`config.mk`:
```
export PLATFORM = sky130hd
export DESIGN_NAME = dmem_arbiter
export DESIGN_NICKNAME = d
export VERILOG_FILES = /design/src/rtl/dmem_arb_pkg.sv /design/src/rtl/rr_select.sv /design/src/rtl/dmem_arbiter.sv
export SDC_FILE = /design/constraint.sdc
export NUM_CORES = 1
export LEC_CHECK = 0
export ABC_AREA = 0
export CAP_MARGIN = 20
export CORE_ASPECT_RATIO = 0.5
export CORE_MARGIN = 3
export CORE_UTILIZATION = 25
export CTS_CLUSTER_SIZE = 20
export DETAILED_ROUTE_END_ITERATION = 8
export SLEW_MARGIN = 20
export SYNTH_ARGS = -nofsm -noshare
export SYNTH_HDL_FRONTEND = slang
export SYNTH_SLANG_ARGS = --single-unit
```
`constraint.sdc`:
```
create_clock -name clk -period 2.07 [get_ports clk]
set_clock_uncertainty 0.05 [all_clocks]
set_input_delay 0.5175 -clock clk [delete_from_list [all_inputs] [get_ports clk]]
set_output_delay 0.5175 -clock clk [all_outputs]
set_load 0.01 [all_outputs]
```
`src/rtl/dmem_arb_pkg.sv`:
```
// Shared types and defaults for the data-memory arbiter.
package dmem_arb_pkg;

  typedef enum logic [1:0] {
    IDLE  = 2'd0,
    ISSUE = 2'd1,
    RESP  = 2'd2
  } state_e;

  localparam int DEF_NUM_CORES = 4;
  localparam int DEF_ADDR_W    = 32;
  localparam int DEF_DATA_W    = 32;

  // Width of a core index; at least one bit even for a single core.
  function automatic int grant_w(input int n);
    return (n > 1) ? $clog2(n) : 1;
  endfunction

endpackage

```
`src/rtl/rr_select.sv`:
```
// Combinational round-robin picker: first requester at or after rr_ptr_i,
// searching upward modulo NUM_CORES.
module rr_select
  import dmem_arb_pkg::*;
#(
  parameter int NUM_CORES = DEF_NUM_CORES,
  localparam int GRANT_W  = grant_w(NUM_CORES)
) (
  input  logic [NUM_CORES-1:0] req_i,
  input  logic [GRANT_W-1:0]   rr_ptr_i,
  output logic [GRANT_W-1:0]   grant_o,
  output logic                 any_req_o
);

  // Walk the request vector starting at the pointer; keep the first hit.
  always_comb begin
    grant_o   = '0;
    any_req_o = 1'b0;
    for (int k = 0; k < NUM_CORES; k++) begin
      int idx;
      idx = int'(rr_ptr_i) + k;
      if (idx >= NUM_CORES) idx = idx - NUM_CORES;
      if (!any_req_o && req_i[idx]) begin
        grant_o   = GRANT_W'(idx);
        any_req_o = 1'b1;
      end
    end
  end

endmodule

```
`src/rtl/dmem_arbiter.sv`:
```
// Round-robin arbiter sharing one synchronous data-memory port among cores.
// Each access runs IDLE (arbitrate) -> ISSUE (mem_en) -> RESP (rvalid).
module dmem_arbiter
  import dmem_arb_pkg::*;
#(
  parameter int NUM_CORES = DEF_NUM_CORES,
  parameter int ADDR_W    = DEF_ADDR_W,
  parameter int DATA_W    = DEF_DATA_W
) (
  input  logic                        clk,
  input  logic                        rst_n,
  input  logic [NUM_CORES-1:0]        core_req_i,
  input  logic [NUM_CORES-1:0]        core_we_i,
  input  logic [NUM_CORES-1:0]        core_half_i,
  input  logic [NUM_CORES-1:0]        core_byte_i,
  input  logic [NUM_CORES*ADDR_W-1:0] core_addr_i,
  input  logic [NUM_CORES*DATA_W-1:0] core_wdata_i,
  output logic [NUM_CORES-1:0]        core_rvalid_o,
  output logic [DATA_W-1:0]           core_rdata_o,
  output logic [NUM_CORES-1:0]        core_stall_o,
  output logic                        mem_en_o,
  output logic                        mem_we_o,
  output logic                        mem_half_o,
  output logic                        mem_byte_o,
  output logic [ADDR_W-1:0]           mem_addr_o,
  output logic [DATA_W-1:0]           mem_wdata_o,
  input  logic [DATA_W-1:0]           mem_rdata_i
);

  localparam int GRANT_W = grant_w(NUM_CORES);

  // Command captured at arbitration; later request changes cannot disturb it.
  typedef struct packed {
    logic [GRANT_W-1:0] grant;
    logic               we;
    logic               is_half;
    logic               is_byte;
    logic [ADDR_W-1:0]  addr;
    logic [DATA_W-1:0]  wdata;
  } cmd_t;

  state_e               state_q, state_d;
  logic [GRANT_W-1:0]   rr_ptr_q, rr_ptr_d;
  cmd_t                 cmd_q, cmd_d;
  logic                 mem_en_q, mem_en_d;
  logic [NUM_CORES-1:0] rvalid_q, rvalid_d;

  logic [GRANT_W-1:0]   sel_grant;
  logic                 sel_any;

  rr_select #(.NUM_CORES(NUM_CORES)) u_rr_select (
    .req_i     (core_req_i),
    .rr_ptr_i  (rr_ptr_q),
    .grant_o   (sel_grant),
    .any_req_o (sel_any)
  );

  // Next-state, command capture, pointer advance and registered strobes.
  always_comb begin
    // NOTE: every variable written here gets a default first, so no latch is inferred.
    state_d  = state_q;
    rr_ptr_d = rr_ptr_q;
    cmd_d    = cmd_q;
    unique case (state_q)
      IDLE: begin
        if (sel_any) begin
          cmd_d.grant   = sel_grant;
          cmd_d.we      = core_we_i[sel_grant];
          cmd_d.is_half = core_half_i[sel_grant];
          cmd_d.is_byte = core_byte_i[sel_grant];
          cmd_d.addr    = core_addr_i[int'(sel_grant)*ADDR_W +: ADDR_W];
          cmd_d.wdata   = core_wdata_i[int'(sel_grant)*DATA_W +: DATA_W];
          state_d       = ISSUE;
        end
      end
      ISSUE: state_d = RESP;
      RESP: begin
        rr_ptr_d = (cmd_q.grant == GRANT_W'(NUM_CORES - 1)) ? '0 : cmd_q.grant + 1'b1;
        state_d  = IDLE;
      end
      default: state_d = IDLE;
    endcase

    // Strobes are registered from the next state so they line up with it.
    mem_en_d = (state_d == ISSUE);
    rvalid_d = '0;
    if (state_d == RESP) rvalid_d[cmd_q.grant] = 1'b1;
  end

  // State, pointer, command and strobe registers.
  always_ff @(posedge clk or negedge rst_n) begin
    if (!rst_n) begin
      state_q  <= IDLE;
      rr_ptr_q <= '0;
      // NOTE: the command register is reset as well, so every mem_* output reads 0 out of reset.
      cmd_q    <= '0;
      mem_en_q <= 1'b0;
      rvalid_q <= '0;
    end else begin
      // NOTE: non-blocking assignments so every flop samples pre-edge values.
      state_q  <= state_d;
      rr_ptr_q <= rr_ptr_d;
      cmd_q    <= cmd_d;
      mem_en_q <= mem_en_d;
      rvalid_q <= rvalid_d;
    end
  end

  assign mem_en_o      = mem_en_q;
  assign mem_we_o      = cmd_q.we;
  assign mem_half_o    = cmd_q.is_half;
  assign mem_byte_o    = cmd_q.is_byte;
  assign mem_addr_o    = cmd_q.addr;
  assign mem_wdata_o   = cmd_q.wdata;

  assign core_rvalid_o = rvalid_q;
  // Read data is passed through in the completion cycle of a load only.
  assign core_rdata_o  = (|rvalid_q && !cmd_q.we) ? mem_rdata_i : '0;
  // A core is held while requesting, except in its own completion cycle.
  assign core_stall_o  = core_req_i & ~rvalid_q;

endmodule

```
# Word-level counts from Yosys, hierarchy flattened
# Index checks and enable logic that the tools add are counted.
# W data, S select, Z words.
# op_classes
n_addsub,8
magnitude_cmp,11
n_eq_ne,5
n_shift,2
n_mux,37
bitwise_logic,2
n_reduce_logical,12
# op_table
op,count
$shiftx A128 B8 Y32,2
$mux W32,5
$lt A32 B4 Y1 const B,4
$ge A32 B4 Y1 const B,3
$sub A32 B4 Y32 const B,3
$mux W1,16
$bmux W1 S2,7
$mux W2,6
$add A2 B2 Y3 const B,2
$eq A2 B2 Y1 const B,3
$lt A2 B3 Y1 const B,2
$logic_and A1 B1 Y1,5
$and A4 B4 Y4,1
$eq A2 B1 Y1 const B,2
$logic_not A1 Y1,4
$mux W4,1
$not A4 Y4,1
$pmux W2 S2,1
$reduce_or A4 Y1,1
$sub A2 B3 Y4 const B,1
$add A2 B1 Y3 const B,1
$ge A2 B3 Y1 const B,1
$add A2 B1 Y2 const B,1
$demux W1 S2,1
other kinds (3),3
# totals
register_bits,78
elab_cells,87

# Depth between registers and ports, before layout
# Gate-level depths: netlist (run 1).
# depth
ltp_word,19
mapped_depth,8
mapped_depth_nobuf,5

# By module
# Synthesis (run 1) repeated with hierarchy kept, for this count alone.
# hier_totals
hier_cells,377
area_unflattened_um2,5464.0
# modules_own_cells
mod,instances,cells_per_inst,area_per_inst_um2,seq_area_each_um2
dmem_arbiter,1,362,5386.4,1951.9
rr_select,1,15,77.6,0.0

# Worst setup path after synthesis (run 1)
# No wires, ideal clock.
# synth_timing
path_kind,input to register
from,input core_req_i[0]
to,"register cmd_q, in the netlist mem_addr_o[0]"
setup_time_ps,137
t_arrival_ps,1742
required_ps,1883
setup_slack_ps,141
cell_stages,8
n_path_buf,3
path_cell_list,inv_1 -> o221a_1 -> o22ai_1 -> buf_2 -> buf_6 -> buf_4 -> mux2i_1 -> o221ai_2
# synth_via
elab_chain_len,14
elab_cells_between_ends,28
classes_between,shift: 1; mux: 20; reduce/logical: 7
# synth_lines
item,line_no,text
"start, declared",dmem_arbiter.sv:12,"input logic [NUM_CORES-1:0] core_req_i,"
$bmux W1 S2,rr_select.sv:23,if (!any_req_o && req_i[idx]) begin
$mux W1 (not written as such) (2 in a row),rr_select.sv:23,
$mux W1,rr_select.sv:23,
$logic_not A1 Y1,rr_select.sv:23,
$logic_and A1 B1 Y1,rr_select.sv:23,
$mux W1,rr_select.sv:23,
$logic_not A1 Y1,rr_select.sv:23,
$logic_and A1 B1 Y1,rr_select.sv:23,
$mux W1,rr_select.sv:23,
$logic_not A1 Y1,rr_select.sv:23,
$logic_and A1 B1 Y1,rr_select.sv:23,
$mux W2 or $mux W1 (tied branches),rr_select.sv:23,
$shiftx A128 B8 Y32 or $reduce_and A2 Y1 (tied branches),--,
"end signal, assigned",dmem_arbiter.sv:103,cmd_q <= cmd_d;
"end, declared",dmem_arbiter.sv:44,"cmd_t cmd_q, cmd_d;"
# Several ways; a longest one is shown, not always the timed one. The select of a mux whose other input is x is not followed.
# A chain may end at the register's enable or synchronous reset.

# Worst setup path after layout (run 1)
# layout_timing
from,register rvalid_q[2] (netlist: core_rvalid_o[2])
to,output core_rdata_o[9]
# layout_via
elab_chain_len,3
# layout_lines
item,line_no,text
"start, declared",dmem_arbiter.sv:46,"logic [NUM_CORES-1:0] rvalid_q, rvalid_d;"
"start signal, assigned",dmem_arbiter.sv:105,rvalid_q <= rvalid_d;
$reduce_or A4 Y1,dmem_arbiter.sv:118,assign core_rdata_o = (|rvalid_q && !cmd_q.we) ? mem_rdata_i : '0;
$logic_and A1 B1 Y1,dmem_arbiter.sv:118,
$mux W32,dmem_arbiter.sv:118,
"end, declared",dmem_arbiter.sv:19,"output logic [DATA_W-1:0] core_rdata_o,"
# Every way passes these cells.

==> results of run 1 <==
-- area by class of cell --
type | count | area, sq um | area share (%)
repair buffers | 470 | 4957 | 47.08
multi-input cells | 335 | 2927 | 27.80
flip-flops and latches | 78 | 1952 | 18.54
well taps | 292 | 365.4 | 3.470
clock buffers | 9 | 225.2 | 2.139
clock inverters | 7 | 80.08 | 0.7606
inverters | 6 | 22.52 | 0.2139
-- metal layers --
layer	GRT usage, %	vias to the layer above
met5	0	-
met4	3.129	2
met3	3.943	14
met2	35.69	110
met1	25.79	2669
li1	-	2594
-- kinds of logic (layout without fill, tap and decap cells) --
| kind of cell | count (synthesis) | in the layout | synth area share, % |
|---|---|---|---|
| compound gates | 75 | 75 | 14.03 |
| fa+ha+maj | 4 | 4 | 0.9245 |
| buf+inv | 111 | 492 | 13.45 |
| flops | 78 | 78 | 36.05 |
| mux | 135 | 135 | 24.98 |
| simple gates | 121 | 121 | 10.56 |
-- cells in the mapped netlist (all sizes together), types with 2 or more instances --
| master | n |
|---|---|
| mux2i | 134 |
| buf | 91 |
| and2 | 36 |
| nor4 | 2 |
| clkbuf | 14 |
| o22ai | 2 |
| nor2b | 4 |
| inv | 6 |
| o21ai | 2 |
| dfrtp | 78 |
| nand2 | 70 |
| nor2 | 4 |
| o221ai | 67 |
| ha | 4 |
-- per-stage QoR --
step	TNS (ns)	cells	cell area (sq um)
2_1_floorplan	0	524	5414
3_3_place_gp	-37.38	1170	9738
3_5_place_dp	-40.36	1170	9738
4_1_cts	-6.598	1195	10390
5_1_grt	-8.352	1197	10530
6_report	-5.721	1197	10530
-- power by group --
part | total, mW | switching [mW] | internal (mW)
combinational | 9.06 | 3.96 | 5.10
clock | 1.67 | 0.722 | 0.948
sequential | 2.75 | 0.461 | 2.29
total | 13.5 | 5.14 | 8.34
-- worst paths after layout --
check | startpoint | end | cells past startpoint
min in group clk | mem_addr_o[10]$_DFFE_PN0P_ | mem_addr_o[10]$_DFFE_PN0P_ | 2
max in group asynchronous | rst_n | mem_wdata_o[17]$_DFFE_PN0P_ | 2
min | rst_n | mem_addr_o[7]$_DFFE_PN0P_ | 1
max reg2reg | rr_ptr_q[0]$_DFFE_PN0N_ | mem_addr_o[28]$_DFFE_PN0P_ | 9
max | core_rvalid_o[2]$_DFF_PN0_ | core_rdata_o[9] | 5
min reg2reg | mem_addr_o[10]$_DFFE_PN0P_ | mem_addr_o[10]$_DFFE_PN0P_ | 2
-- sequential cells by signal, indices dropped and copies added (netlist names) --
| register | count |
|---|---|
| mem_addr_o | 32 |
| cmd_q | 2 |
| state_q | 2 |
| mem_en_o | 1 |
| mem_we_o | 1 |
| mem_wdata_o | 32 |
| core_rvalid_o | 4 |
| mem_byte_o | 1 |
| mem_half_o | 1 |
| rr_ptr_q | 2 |
-- what timing repair did --
| item | 4_1_cts | 5_1_grt |
|---|---|---|
| endpoints found under the setup margin | 103 | 56 |
| gates resized for setup | 212 | 31 |
| pin swaps | 32 | 11 |
| gates cloned | 7 | 2 |
| hold endpoints to repair | 0 | 0 |
| setup buffers | 2 | 0 |
| hold buffers | 0 | 0 |
==> flow_metrics.tcl, run 1 <==
set metrics [dict create \
    final_common_cell "clkdlybuf4s50_1" \
    post_synth.cell_area_avg_sq_um 10.33 \
    dpl_worst_slack_ns -0.5730 \
    first_pass_iters 4 \
    path_cells "nor4_4 > nor2_4 > clkbuf_16 > and2_4 > buf_6" \
    irDropWorstVdd_mv 0.6606 \
    initial_core_util_pct 25.93 \
    grt_max_degree 37 \
    maxSlewViolCount 0 \
    drc_errors 0 \
    vias 5389 \
    h-tree-depth 3 \
    wl_met2_um 13280 \
    track_usage_pct 19.93 \
    cp-start-kind "flip-flop" \
    max_freq_mhz 440.9 \
    yosysUniqueCellTypes 28 \
    grt_setup_unrepaired "yes" \
    fin_crit_sh_pct 109.6 \
    yosysWarnings 0 \
    path_delay_family "simple AND/OR/NAND/NOR gates" \
    setup.worst_path.end_class "primary output" \
    slowest_delay_ns 0.41 \
    clockBufferDepth 2 \
    core_area_sq_um 20880 \
    outcome "finished, violations left" \
    synthArstFlopShare_pct 100.0 \
    whs_ns 0.07620 \
    insertion_delay_ns 0.34 \
    p_total_mw 13.48 \
    crit_fanout 8 \
    synth_top_flop_cell "dfrtp_1" \
    area_delta_synth_final_pct 94.48 \
    final_cell_mix "clkdlybuf4s50_1, mux2i_1, dfrtp_1" \
    slew_headroom_pct 68.19 \
    drt-vias-per-instance 4.502 \
    synth_seq_cells 78 \
    violations "setup timing" \
    synthTopCellsByArea "dfrtp_1, mux2i_1, buf_4, o221ai_1, o221ai_2" \
    p_per_area_nw_per_um2 1280 \
    drt_iter0_drc 317 \
    met1_length_um 10750 \
    wire_per_inst_um 20.94 \
    yosysTopAreaCellShare_pct 36.05 \
    io_pins 414 \
    dieWidth_um 214.1 \
    clock_sinks 78 \
    wl_met3_um 827 \
    rows 37 \
    cp.required_ns 1.50 \
    fp.dieH_um 110.1 \
    yosysTopAreaCell "dfrtp_1" \
    critical_path_buf_inv_count 2 \
    hpwlAfterDp_um 19550 \
    cts_buffers 9 \
    synth_area_sq_um 5414 \
    tightest_slew_ns 0.4771 \
    hold_path.class "in -> async" \
    syn_nets 834 \
    cts.reportedPaths.clkPinSlew_ns 0.07 \
    leakage_nw 4.728 \
    drive_above_1_share_pct 19.34 \
    routed.top_layer "met5" \
    cp.arrival_ns 1.70 \
    synth-edff-count 0 \
    io_buffers 413 \
    grt_pass1_vias 5580 \
    critPathKind "reg -> out" \
    routed_wl_um 25060 \
    grt_pass1_wl_um 35670 \
    antenna_cells 0 \
    n_fill_cell 1884 \
    clock-root-buffer "clkbuf_16" \
    critPathSlowestCell "dfrtp_1" \
    post-route-util_pct 50.43 \
    syn_inst 524 \
    final_nets 1210 \
    r2r_setup_slack_ns 0.13 \
    grt_antenna_before_repair 1 \
    gr-total-overflow 0 \
    die_area_sq_um 23560 \
    ant_nets 0 \
    gp_congestion 0.8505 \
    hold_viol 0 \
    period_minus_slack_ns 2.268 \
    setup_ws_ns -0.1979 \
    cts_tree "built" \
    final-setup-viol-count 32 \
    yosysSeqAreaShare_pct 36.05 \
    drv_cap 0 \
]
No activity file was read; power rests on OpenSTA's default activity.
==> inputs of run 2 (changes only) <==
CORE_AREA = 3 3 162 164   (was unset)
CORE_ASPECT_RATIO = unset   (was 0.5)
CORE_MARGIN = unset   (was 3)
CORE_UTILIZATION = unset   (was 25)
DIE_AREA = 0 0 165 167   (was unset)
==> flow_metrics.tcl, run 2 (synthesis gave the netlist of run 1 again) <==
set metrics [dict create \
    outcome "finished, violations left" \
    violations "setup timing" \
    setup_ws_ns -0.1288 \
    clock-root-buffer "clkbuf_16" \
    dpl_worst_slack_ns -0.7256 \
    period_minus_slack_ns 2.199 \
    critical_path_buf_inv_count 2 \
    drive_above_1_share_pct 16.80 \
    drv_cap 0 \
    crit_fanout 16 \
    h-tree-depth 3 \
    drt_iter0_drc 177 \
    io_pins 414 \
    maxSlewViolCount 0 \
    clockBufferDepth 2 \
    hold_viol 0 \
    cts.reportedPaths.clkPinSlew_ns 0.07 \
    cts_tree "built" \
    fin_crit_sh_pct 106.2 \
    post-route-util_pct 41.15 \
    setup.worst_path.end_class "primary output" \
    drc_errors 0 \
    leakage_nw 4.713 \
    antenna_cells 0 \
    insertion_delay_ns 0.34 \
    path_cells "nor4_4 > nor2_4 > clkbuf_16 > and2_1 > buf_2" \
    first_pass_iters 4 \
    cp-start-kind "flip-flop" \
    ant_nets 0 \
    irDropWorstVdd_mv 0.5113 \
    core_area_sq_um 25040 \
    initial_core_util_pct 21.62 \
    max_freq_mhz 454.8 \
    hpwlAfterDp_um 17330 \
    wire_per_inst_um 18.19 \
    tightest_slew_ns 0.4874 \
    critPathKind "reg -> out" \
    dieWidth_um 165 \
    cp.arrival_ns 1.63 \
    cp.required_ns 1.50 \
    grt_pass1_vias 5747 \
    routed_wl_um 22470 \
    grt_setup_unrepaired "yes" \
    die_area_sq_um 27560 \
    final_nets 1210 \
    final-setup-viol-count 32 \
    final_cell_mix "clkdlybuf4s50_1, mux2i_1, dfrtp_1" \
    grt_antenna_before_repair 0 \
    p_total_mw 12.97 \
    hold_path.class "in -> async" \
    grt_pass1_wl_um 33080 \
    io_buffers 413 \
    gp_congestion 0.7720 \
    path_delay_family "simple AND/OR/NAND/NOR gates" \
    critPathSlowestCell "dfrtp_1" \
    area_delta_synth_final_pct 90.32 \
    slowest_delay_ns 0.41 \
    drt-vias-per-instance 4.391 \
    rows 58 \
    hold_buffers 0 \
    cts_buffers 9 \
    multi_input_area_sq_um 2855 \
    n_fill_cell 2458 \
    p_per_area_nw_per_um2 1259 \
    slew_headroom_pct 67.50 \
    final_common_cell "clkdlybuf4s50_1" \
    clock_sinks 78 \
    track_usage_pct 15.56 \
    grt_max_degree 79 \
    gr-total-overflow 0 \
    whs_ns 0.1421 \
    vias 5423 \
    fp.dieH_um 167 \
    seq_area_sq_um 1952 \
]
run 2: repair_timing:
action | in CTS | in global routing
pin swaps | 5 | 3
setup endpoints to repair | 103 | 47
resized for setup | 150 | 30
setup buffers | 5 | 1
cloned | 2 | 1
run 2: power by group:
part | leakage (nW) | switching [mW] | total (mW) | internal (mW)
sequential | 0.965 | 0.465 | 2.75 | 2.29
combinational | 3.58 | 3.68 | 8.28 | 4.60
clock | 0.171 | 0.711 | 1.94 | 1.22
total | 4.71 | 4.86 | 13.0 | 8.11
run 2: path summary, 6_finish.rpt:
check                                              endpoint                        from  slack, ns  depth (start not counted)
worst max-delay path                       core_rdata_o[26]  core_rvalid_o[2]$_DFF_PN0_      -0.13                          5
worst min-delay path            mem_wdata_o[27]$_DFFE_PN0P_                       rst_n       0.14                          2
worst max register to register   mem_wdata_o[0]$_DFFE_PN0P_     rr_ptr_q[0]$_DFFE_PN0N_       0.14                          8
worst min register to register       mem_byte_o$_DFFE_PN0P_      mem_byte_o$_DFFE_PN0P_       0.44                          2
max in group asynchronous        mem_addr_o[12]$_DFFE_PN0P_                       rst_n       1.41                          2
min in group clk                     mem_byte_o$_DFFE_PN0P_      mem_byte_o$_DFFE_PN0P_       0.44                          2
run 2: cell type report:
type,instances,share of cell area (%)
Clock buffer,10,2.319
Inverter,6,0.2186
Sequential cell,78,18.94
Tap cell,330,4.007
Timing Repair Buffer,470,45.66
Clock inverter,6,1.141
Multi-Input combinational cell,335,27.71
run 2: per-layer routing:
metal / GRT usage, % / vias up / share of wire, %
met5: 0 / - / 0
met4: 3.975 / 0 / 1.2
met3: 4.179 / 15 / 9.1
met2: 27.30 / 238 / 50
met1: 18.66 / 2568 / 39
li1: - / 2602 / -
run 2: stage by stage:
| stage | setup TNS (ns) | cell area (sq um) | cells |
|---|---|---|---|
| 6_report | -3.535 | 10300 | 1235 |
| 5_1_grt | -5.864 | 10300 | 1235 |
| 4_1_cts | -3.822 | 10160 | 1233 |
| 3_5_place_dp | -38.51 | 9826 | 1210 |
| 3_3_place_gp | -36.28 | 9826 | 1210 |
| 2_1_floorplan | 0 | 5414 | 524 |
==> inputs of run 3 (changes only) <==
SKIP_LAST_GASP = 1   (was unset)
==> flow_metrics.tcl, run 3 (synthesis gave the netlist of run 1 again) <==
set metrics [dict create \
    io_pins 414 \
    setup.worst_path.end_class "primary output" \
    first_pass_iters 4 \
    cts_tree "built" \
    cts.reportedPaths.clkPinSlew_ns 0.07 \
    dieWidth_um 165 \
    track_usage_pct 15.55 \
    wire_per_inst_um 18.33 \
    h-tree-depth 3 \
    p_per_area_nw_per_um2 1272 \
    critPathKind "reg -> out" \
    rows 58 \
    gr-total-overflow 0 \
    grt_pass1_vias 5750 \
    area_delta_synth_final_pct 93.81 \
    seq_area_sq_um 1952 \
    crit_fanout 8 \
    ant_nets 0 \
    grt_antenna_before_repair 0 \
    multi_input_area_sq_um 2898 \
    clockBufferDepth 2 \
    hold_buffers 0 \
    setup_ws_ns -0.1315 \
    period_minus_slack_ns 2.201 \
    crit_start "core_rvalid_o[2]$_DFF_PN0_" \
    clock-root-buffer "clkbuf_16" \
    slew_headroom_pct 66.69 \
    cp.required_ns 1.50 \
    fp.dieH_um 167 \
    tightest_slew_ns 0.4996 \
    cts_buffers 9 \
    final_nets 1212 \
    drc_errors 0 \
    violations "setup timing" \
    n_fill_cell 2435 \
    hold_viol 0 \
    irDropWorstVdd_mv 0.5111 \
    core_area_sq_um 25040 \
    maxSlewViolCount 0 \
    io_buffers 413 \
    hpwlAfterDp_um 17330 \
    cp-start-kind "flip-flop" \
    grt_max_degree 79 \
    drv_cap 0 \
    whs_ns 0.1303 \
    place_inst 1210 \
    hold_path.class "in -> async" \
    antenna_cells 0 \
    grt_pass1_wl_um 33060 \
    clock_sinks 78 \
    max_freq_mhz 454.2 \
    fin_crit_sh_pct 106.4 \
    die_area_sq_um 27560 \
    outcome "finished, violations left" \
    grt_setup_unrepaired "yes" \
    gp_congestion 0.7720 \
    cp.arrival_ns 1.63 \
    initial_core_util_pct 21.62 \
    layoutNonFillerInstCount 1237 \
    worst_r2r_startpoint "rr_ptr_q[0]$_DFFE_PN0N_" \
    drive_above_1_share_pct 18.85 \
    routed_wl_um 22670 \
    final_common_cell "clkdlybuf4s50_1" \
    leakage_nw 4.750 \
    final-setup-viol-count 32 \
    vias 5440 \
    drt-vias-per-instance 4.398 \
    drt_iter0_drc 168 \
    final_cell_mix "clkdlybuf4s50_1, mux2i_1, dfrtp_1" \
    insertion_delay_ns 0.34 \
]
run 3: cell count changes in the layout (fill, tap and decap cells not counted):
cell,change
buf_2,-23
buf_6,+19
and2_1,-17
and2_4,+17
clkbuf_2,+5
clkbuf_16,+1
clkdlybuf4s50_1,+1
dlymetal6s2s_1,-1
run 3: worst paths after layout:
check,end,slack [ns],depth (start not counted)
min reg2reg,mem_byte_o$_DFFE_PN0P_,0.44,2
max,core_rdata_o[11],-0.13,5
max in group asynchronous,mem_addr_o[4]$_DFFE_PN0P_,1.40,2
max reg2reg,mem_wdata_o[6]$_DFFE_PN0P_,0.14,8
min,mem_wdata_o[27]$_DFFE_PN0P_,0.13,2
min in group clk,mem_byte_o$_DFFE_PN0P_,0.44,2
run 3: worst max-delay path, cell delays in order (launching register included):
cell,delay (ns)
dfrtp_1,0.41
nor4_4,0.34
nor2_4,0.11
clkbuf_16,0.18
and2_1,0.13
buf_2,0.13
run 3: timing repair:
| item | 4_1_cts | 5_1_grt |
|---|---|---|
| setup endpoints to repair | 103 | 47 |
| pin swaps | 5 | 28 |
| gates resized for setup | 64 | 150 |
| buffers inserted | 5 | 1 |
| cloned | 2 | 3 |
run 3: metal layers:
layer	vias to the layer above	GRT usage (%)	wire [um]
li1	2606	-	-
met1	2583	18.64	9061
met2	236	27.30	11350
met3	15	4.179	1983
met4	0	3.975	272
met5	-	0	0
run 3: cell type report:
class                      instances  share of cell area (%)
clock buffer                      10                   2.278
clock inverter                     6                   1.121
inverter                           6                  0.2146
multi-input combinational        335                   27.62
sequential                        78                   18.60
tap                              330                   3.935
timing repair buffer             472                   46.23
run 3: stage by stage:
step	setup slack [ns]	power (mW)	instance area [sq um]	utilization (%)	setup TNS [ns]
floorplan	0.1409	7.460	5414	-	0
global placement	-0.7253	10.76	9826	39.25	-36.28
detailed placement	-0.7256	10.80	9826	39.25	-38.51
CTS	-0.2855	12.99	10280	41.05	-8.116
global route	-0.1960	14.24	10490	41.91	-5.688
finish	-0.1315	13.35	10490	41.91	-3.574
run 3: report_power, final:
| part | leakage, nW | switching, mW | internal, mW |
|---|---|---|---|
| registers | 0.965 | 0.465 | 2.29 |
| logic | 3.61 | 3.77 | 4.89 |
| clock network | 0.171 | 0.709 | 1.22 |
